File: src/rtl/rom_burst_arbiter.sv
// rom_burst_arbiter
//   Round-robin burst read controller for one synchronous-read ROM shared by two
//   requesters. A granted burst streams len+1 consecutive (wrapping) addresses to
//   the ROM and returns each word to its owner as a one-cycle response pulse,
//   with the final beat flagged.
//
// Ports
//   clk, rst                  clock and asynchronous active-high reset
//   reqN_valid/addr/len       burst request from requester N (len = beats - 1)
//   reqN_ready                request accepted on valid & ready at a rising edge
//   rspN_valid/data/last      response stream to requester N
//   rom_addr                  registered ROM address
//   rom_dout                  ROM read data (one-cycle registered latency)
//   busy                      controller is not idle
module rom_burst_arbiter #(
    parameter int unsigned DATA_WIDTH = 8,
    parameter int unsigned ADDR_WIDTH = 4,
    parameter int unsigned LEN_WIDTH  = 4
) (
    input  logic                  clk,
    input  logic                  rst,

    input  logic                  req0_valid,
    input  logic [ADDR_WIDTH-1:0] req0_addr,
    input  logic [LEN_WIDTH-1:0]  req0_len,
    output logic                  req0_ready,
    output logic                  rsp0_valid,
    output logic [DATA_WIDTH-1:0] rsp0_data,
    output logic                  rsp0_last,

    input  logic                  req1_valid,
    input  logic [ADDR_WIDTH-1:0] req1_addr,
    input  logic [LEN_WIDTH-1:0]  req1_len,
    output logic                  req1_ready,
    output logic                  rsp1_valid,
    output logic [DATA_WIDTH-1:0] rsp1_data,
    output logic                  rsp1_last,

    output logic [ADDR_WIDTH-1:0] rom_addr,
    input  logic [DATA_WIDTH-1:0] rom_dout,
    output logic                  busy
);

    typedef enum logic [1:0] {IDLE, ISSUE, DRAIN} state_t;

    state_t                 state;
    logic [LEN_WIDTH-1:0]   remaining;
    logic                   last_grant;
    // Stage 1 describes the address currently on rom_addr; stage 2 describes the
    // word currently on rom_dout.
    logic                   s1_valid;
    logic                   s1_owner;
    logic                   s2_valid;
    logic                   s2_last;
    logic                   s2_owner;

    logic                   idle;
    logic                   accept;
    logic                   sel;
    logic [ADDR_WIDTH-1:0]  sel_addr;
    logic [LEN_WIDTH-1:0]   sel_len;

    assign idle = (state == IDLE);
    assign busy = ~idle;

    // On a tie the port that was not granted last wins. Ready is held low while
    // reset is asserted so nothing can be handshaken during reset.
    assign req0_ready = idle & ~rst & req0_valid & (~req1_valid | last_grant);
    assign req1_ready = idle & ~rst & req1_valid & (~req0_valid | ~last_grant);

    assign accept   = req0_ready | req1_ready;
    assign sel      = req1_ready;
    assign sel_addr = sel ? req1_addr : req0_addr;
    assign sel_len  = sel ? req1_len  : req0_len;

    always_ff @(posedge clk or posedge rst) begin
        if (rst) begin
            state      <= IDLE;
            remaining  <= '0;
            last_grant <= 1'b1;
            rom_addr   <= '0;
            s1_valid   <= 1'b0;
            s1_owner   <= 1'b0;
            s2_valid   <= 1'b0;
            s2_last    <= 1'b0;
            s2_owner   <= 1'b0;
            rsp0_valid <= 1'b0;
            rsp0_data  <= '0;
            rsp0_last  <= 1'b0;
            rsp1_valid <= 1'b0;
            rsp1_data  <= '0;
            rsp1_last  <= 1'b0;
        end else begin
            // Return pipeline: route the word on rom_dout to the stage-2 owner.
            rsp0_valid <= s2_valid & ~s2_owner;
            rsp0_last  <= s2_valid & s2_last & ~s2_owner;
            rsp1_valid <= s2_valid & s2_owner;
            rsp1_last  <= s2_valid & s2_last & s2_owner;
            if (s2_valid && !s2_owner) rsp0_data <= rom_dout;
            if (s2_valid &&  s2_owner) rsp1_data <= rom_dout;

            // The address on rom_addr is the last one when no beats remain.
            s2_valid <= s1_valid;
            s2_last  <= s1_valid & (remaining == '0);
            s2_owner <= s1_owner;

            unique case (state)
                IDLE: begin
                    if (accept) begin
                        rom_addr   <= sel_addr;
                        remaining  <= sel_len;
                        s1_valid   <= 1'b1;
                        s1_owner   <= sel;
                        last_grant <= sel;
                        state      <= ISSUE;
                    end
                end
                ISSUE: begin
                    if (remaining == '0) begin
                        s1_valid <= 1'b0;
                        state    <= DRAIN;
                    end else begin
                        rom_addr  <= rom_addr + 1'b1;  // wraps naturally
                        remaining <= remaining - 1'b1;
                    end
                end
                DRAIN: begin
                    // Leave at the edge that registers the owner's last response.
                    if (s2_valid && s2_last) state <= IDLE;
                end
                default: state <= IDLE;
            endcase
        end
    end

endmodule

File: config.mk
export PLATFORM = sky130hd
export DESIGN_NAME = rom_burst_arbiter
export DESIGN_NICKNAME = d
export VERILOG_FILES = /design/src/rtl/rom_burst_arbiter.sv
export SDC_FILE = /design/constraint.sdc
export NUM_CORES = 1
export LEC_CHECK = 0
export BUFFER_PORTS_ARGS = -buffer_cell sky130_fd_sc_hd__buf_2
export CORE_ASPECT_RATIO = 0.6
export CORE_MARGIN = 5
export CORE_UTILIZATION = 30
export DETAILED_ROUTE_END_ITERATION = 10
export GPL_TIMING_DRIVEN = 0
export HOLD_SLACK_MARGIN = 0.06
export PLACE_DENSITY = 0.52
export SKIP_CTS_REPAIR_TIMING = 1
export SLEW_MARGIN = 20
export SYNTH_ARGS = -nofsm -noshare
export SYNTH_HDL_FRONTEND = slang
export SYNTH_SLANG_ARGS = --single-unit
File: constraint.sdc
create_clock -name clk -period 1.5 [get_ports clk]
set_input_delay 0.375 -clock clk [delete_from_list [all_inputs] [get_ports clk]]
set_output_delay 0.375 -clock clk [all_outputs]
set_load 0.005 [all_outputs]
* Yosys cells after proc, flatten, opt, wreduce, memory -nomap -nowiden
Index checks and enable logic that the tools add are counted.
Storage, ports and cells: input port bits 28, bits in registers 36, output and inout port bits 27, word-level logic and storage cells 69
Cells by class: reduce and logical (&&, ||, !) cells 11, bitwise operators 20, eq/ne operators 6, multiplexer cells 15, add/subtract/negate cells 2
Operators with widths (number):
- 4-bit two-way mux | 6
- 4-bit one-hot mux with 2 select lines | 2
- 1-bit bitwise AND | 11
- 3-bit AND reduction | 3
- 2-bit two-way mux | 3
- 2-bit inequality test (second input constant) | 3
- 1-bit inverter | 6
- 2-bit one-hot mux with 3 select lines | 1
- 4-bit by 1-bit adder with 4-bit output (second input constant) | 1
- 4-bit zero test | 1
- 4-bit by 1-bit subtractor with 4-bit output (second input constant) | 1
- 1-bit logical AND | 3
- 1-bit bitwise OR | 3
- 2-bit by 1-bit == test with 1-bit output (second input constant) | 1
- 2-bit == test (second input constant) | 1
- 2-bit zero test | 1
- 1-bit two-way mux | 2
- 2-bit by 1-bit inequality test with 1-bit output (second input constant) | 1
- 1-bit one-hot mux with 2 select lines | 1
- 2-bit AND reduction | 1
- 2-bit nonzero test | 1
- 1-bit zero test | 1

* Depth between registers and ports, before layout
word-level depth 7, gate-level depth with buffers 7, mapped depth without buffers 7

* Worst setup path after synthesis
OpenSTA, ideal clock, no wires.
path type register to register, from register remaining[0], to register rom_addr[3], stages on the path, launching flop included 8, library setup time 0.146 ns, period minus slack after synthesis 1.484 ns, buffers on the path 0, arrival time 1.338 ns, setup slack 0.016 ns, data required time 1.354 ns, cell sequence dfrtp_1 inv_1 ha_1 nor3b_4 o22a_4 clkinv_8 a21oi_2 a211oi_2
Between the ends: cells in the longest elaborated chain, start to end 3
Ends and longest elaborated chain:
- start, declared | RTL line 47 | logic [LEN_WIDTH-1:0] remaining;
- start signal, assigned | RTL line 111 | remaining <= sel_len;
- start signal, assigned | RTL line 124 | remaining <= remaining - 1'b1;
- 4-bit zero test | RTL line 119 | if (remaining == '0) begin
- 2-bit inequality test (no source line)
- 3-bit AND reduction (no source line)
- end signal, assigned | RTL line 110 | rom_addr <= sel_addr;
- end signal, assigned | RTL line 123 | rom_addr <= rom_addr + 1'b1;
- end, declared | RTL line 39 | output logic [ADDR_WIDTH-1:0] rom_addr,
Every way passes these cells. A chain may end at the register's enable or synchronous reset.

* Worst setup path after layout
from register state[1], to output port req0_ready
Between the ends: cells in the longest elaborated chain, start to end 4
Ends and longest elaborated chain:
- start, declared | RTL line 46 | state_t state;
- start signal, assigned | RTL line 78 | state <= IDLE;
- start signal, assigned | RTL line 115 | state <= ISSUE;
- start signal, assigned | RTL line 121 | state <= DRAIN;
- 2-bit zero test | RTL line 63 | assign idle = (state == IDLE);
- 1-bit bitwise AND (3 in series) | RTL line 68 | assign req0_ready = idle & ~rst & req0_valid & (~req1_valid | last_grant);
- end, declared | RTL line 26 | output logic req0_ready,
Every way passes these cells.

==> out/metrics.csv <==
stage;metric;value;unit
status;status;complete, but fails checks;
status;violated checks;setup timing;
worst_setup_path;Setup crit end kind;primary output;
clocking;CTS tree;yes;
timing;Worst-Margin Slew;0.726;ns
place;Setup Slack @ Placement;-0.363;ns
timing;Hold Slack;0.243;ns
route;final wirelength;3.91;mm
clocking;H-tree depth;2;
timing;setup ws final;-0.221;ns
worst_setup_path;crit path kind;reg -> out;
clocking;Clock Latency Late Sink;0.29;ns
synth;register area share after synthesis;56.0;%
worst_setup_path;Largest stage delay, worst path;0.44;ns
place;post-detail-place hpwl;2.81;mm
timing;fmax;581;MHz
pwr;Pwr Density;2130;nW/um^2
place;GP Congestion;0.743;
route;DR DRC count;0;
worst_setup_path;Crit path required time;1.12;ns
global_route;largest net degree at the start of global routing;37;
timing;Fin Clk Skew;0.00575;ns
route;top sig layer;met4;
timing;final worst-path cycle share;115;%
place;# port buffers;54;
worst_setup_path;Max FO, Critical Path;4;
pwr;Peak VDD IR;0.696;mV
global_route;vias in the first global route;1191;
timing;Rel. slew slack;51.5;%
worst_setup_path;critical path's slowest cell;dfrtp_2;
pwr;Final Power;4.87;mW
clocking;CTS sink count;36;
synth;prevailing post-synth register cell;dfrtp_1;
finish;antenna cells;0;
run;max_cap viols;0;
clocking;Root Buffer Master;clkbuf_8;
synth;Yosys cell types;36;
route;met2 WL;1.82;mm
route;via/cell ratio;4.58;
floorplan;die height;66.8;um
clocking;clock buffer count from CTS;5;
route;wl on met1;1.79;mm
finish;Filler Cells Inserted;481;
global_route;initial antenna violation count;0;
finish;flip-flop and latch area;905;um^2
synth;Synth Instances;131;
floorplan;Initial Util;31.4;%
synth;EDFF count, synth;0;
finish;Non-Filler Instances;271;
synth;syn nets;161;
hold_path;HP Class;in -> async;
floorplan;die area;6980;um^2
timing;Max Transition Viols Final;0;
route;WL per Instance;14.4;um
worst_setup_path;crit-path cells;or3_4 -> nor2_2 -> buf_2;
clocking;CTS Buffer Depth;2;
route;routed length on met3;207;um
global_route;Total GRT Usage;11.1;%
synth;fraction of registers with async set/reset;100;%
synth;yosys synthesis warning count;0;
timing;Final min period;1.72;ns
floorplan;Core Region;5130;um^2
clocking;CTS clk-pin slew, worst paths;0.07;ns
pwr;Leak;1.14;nW
floorplan;Boundary Pins;55;
finish;area occupied by multi-input gates;748;um^2
synth;register bit total from synthesis;36;
global_route;grt ovf;0;
timing;RSZ-0062 raised after global routing;true;
timing;Hold Violations, Final;0;
finish;P&R area growth vs syn;41.8;%
synth;Post-Syn Area;1610;um^2
route;Vias;1240;
timing;final setup fails;10;
route;first-pass iteration count of the detailed router;4;
route;DRT iter0 DRCs;40;
route;antenna viol nets, final;0;
worst_setup_path;CP Data Arrival Time;1.35;ns
floorplan;die width;105;um
finish;final net count;234;
global_route;first-pass GRT wire length;5.95;mm
place;placed cells;251;
finish;share of layout cells above drive strength 1;58.5;%
worst_setup_path;startpoint type of the worst setup path;register;
synth;Mean Syn Cell Area;12.3;um^2
floorplan;Std-Cell Rows;20;
[cell type report]
type	instances	share of cell area (%)
clock inverter	1	1.32
sequential	36	39.6
buffer	1	0.219
multi-input combinational	85	32.8
clock buffer	7	4.22
timing repair buffer	66	16.2
inverter	9	2.03
tap	66	3.62
[Yosys cell counts (2+ instances only)]
library cell / count / area (um^2)
and2_1: 2 / 12.5
dfrtp_1: 35 / 876
nor3_1: 3 / 15.0
mux2_2: 16 / 180
inv_1: 8 / 30.0
a211oi_2: 2 / 25.0
a21oi_2: 2 / 17.5
nor2_1: 5 / 18.8
mux2i_1: 8 / 80.1
nand2b_1: 2 / 12.5
o21ai_0: 4 / 20.0
nand2_1: 14 / 52.6
a21oi_1: 5 / 25.0
nor4_1: 2 / 12.5
ha_1: 2 / 25.0
[worst paths after layout]
check                                           from                       end  slack, ns  cells after the start
worst max-delay path            state[1]$_DFFE_PP0P_                req0_ready      -0.22                      3
worst min-delay path                             rst   rom_addr[3]$_DFFE_PP0P_       0.24                      2
worst max register to register  state[1]$_DFFE_PP0P_  remaining[1]$_DFFE_PP0P_      -0.13                      5
worst min register to register  s1_owner$_DFFE_PP0P_        s2_owner$_DFF_PP0_       0.38                      0
max in group asynchronous                        rst      state[0]$_DFFE_PP0P_       0.75                      2
min in group clk                         rom_dout[4]  rsp0_data[4]$_DFFE_PP0P_       0.33                      2
[power breakdown]
| part | internal, mW | total (mW) | switching, mW |
|---|---|---|---|
| clock | 0.586 | 0.934 | 0.348 |
| combinational | 1.14 | 2.16 | 1.02 |
| sequential | 1.44 | 1.78 | 0.340 |
| total | 3.16 | 4.87 | 1.71 |
[routing by layer]
layer | track usage, % | vias up
met2 | 16.2 | 30
met3 | 3.48 | 9
met4 | 7.02 | 0
li1 | - | 606
met1 | 14.4 | 595
met5 | 0 | -
[flip-flops by register name (all words and copies together) (netlist names), 2 cells and up]
signal and cells:
rsp0_data 8, rsp1_data 8, remaining 4, rom_addr 4
state 2
[cells in the final DEF (no fill, tap or decap), types with 2 or more instances in the layout]
master    count
clkbuf_8      7
dfrtp_1      33
mux2_2       16
buf_4        11
inv_2         3
nor2_1        3
a21oi_1       4
buf_2        54
a211oi_2      3
nor4_1        2
inv_1         5
o21ai_0       2
nand2_1      14
a21oi_2       2
buf_6         2
dfrtp_2       2
and2_1        2
mux2i_1       8
[critical path: cells and delay by family (launching register included)]
kind,cells,cell delay [ns]
and+or+nand+nor,2,0.50
buffers and inverters,1,0.11
DFF,1,0.44
[stage by stage]
step           util, %  setup TNS (ns)  area [um^2]
6_report          44.5          -0.731         2280
5_1_grt           44.5           -1.27         2280
4_1_cts           40.7           -2.47         2090
3_5_place_dp      38.3           -2.11         1960
3_3_place_gp      38.3           -8.00         1960
2_1_floorplan        -               0         1610
[cells by family after synthesis]
family	count (synthesis)	share of synthesized area [%]
and+or+nand+nor	37	12.5
DFF	36	56.0
muxes	24	16.2
AOI/OAI and AO/OA	21	10.0
buffers and inverters	10	3.19
adders and majority gates	2	1.55
xor gates and xnor gates	1	0.544
Note: power is estimated with default switching activity, not from simulation.
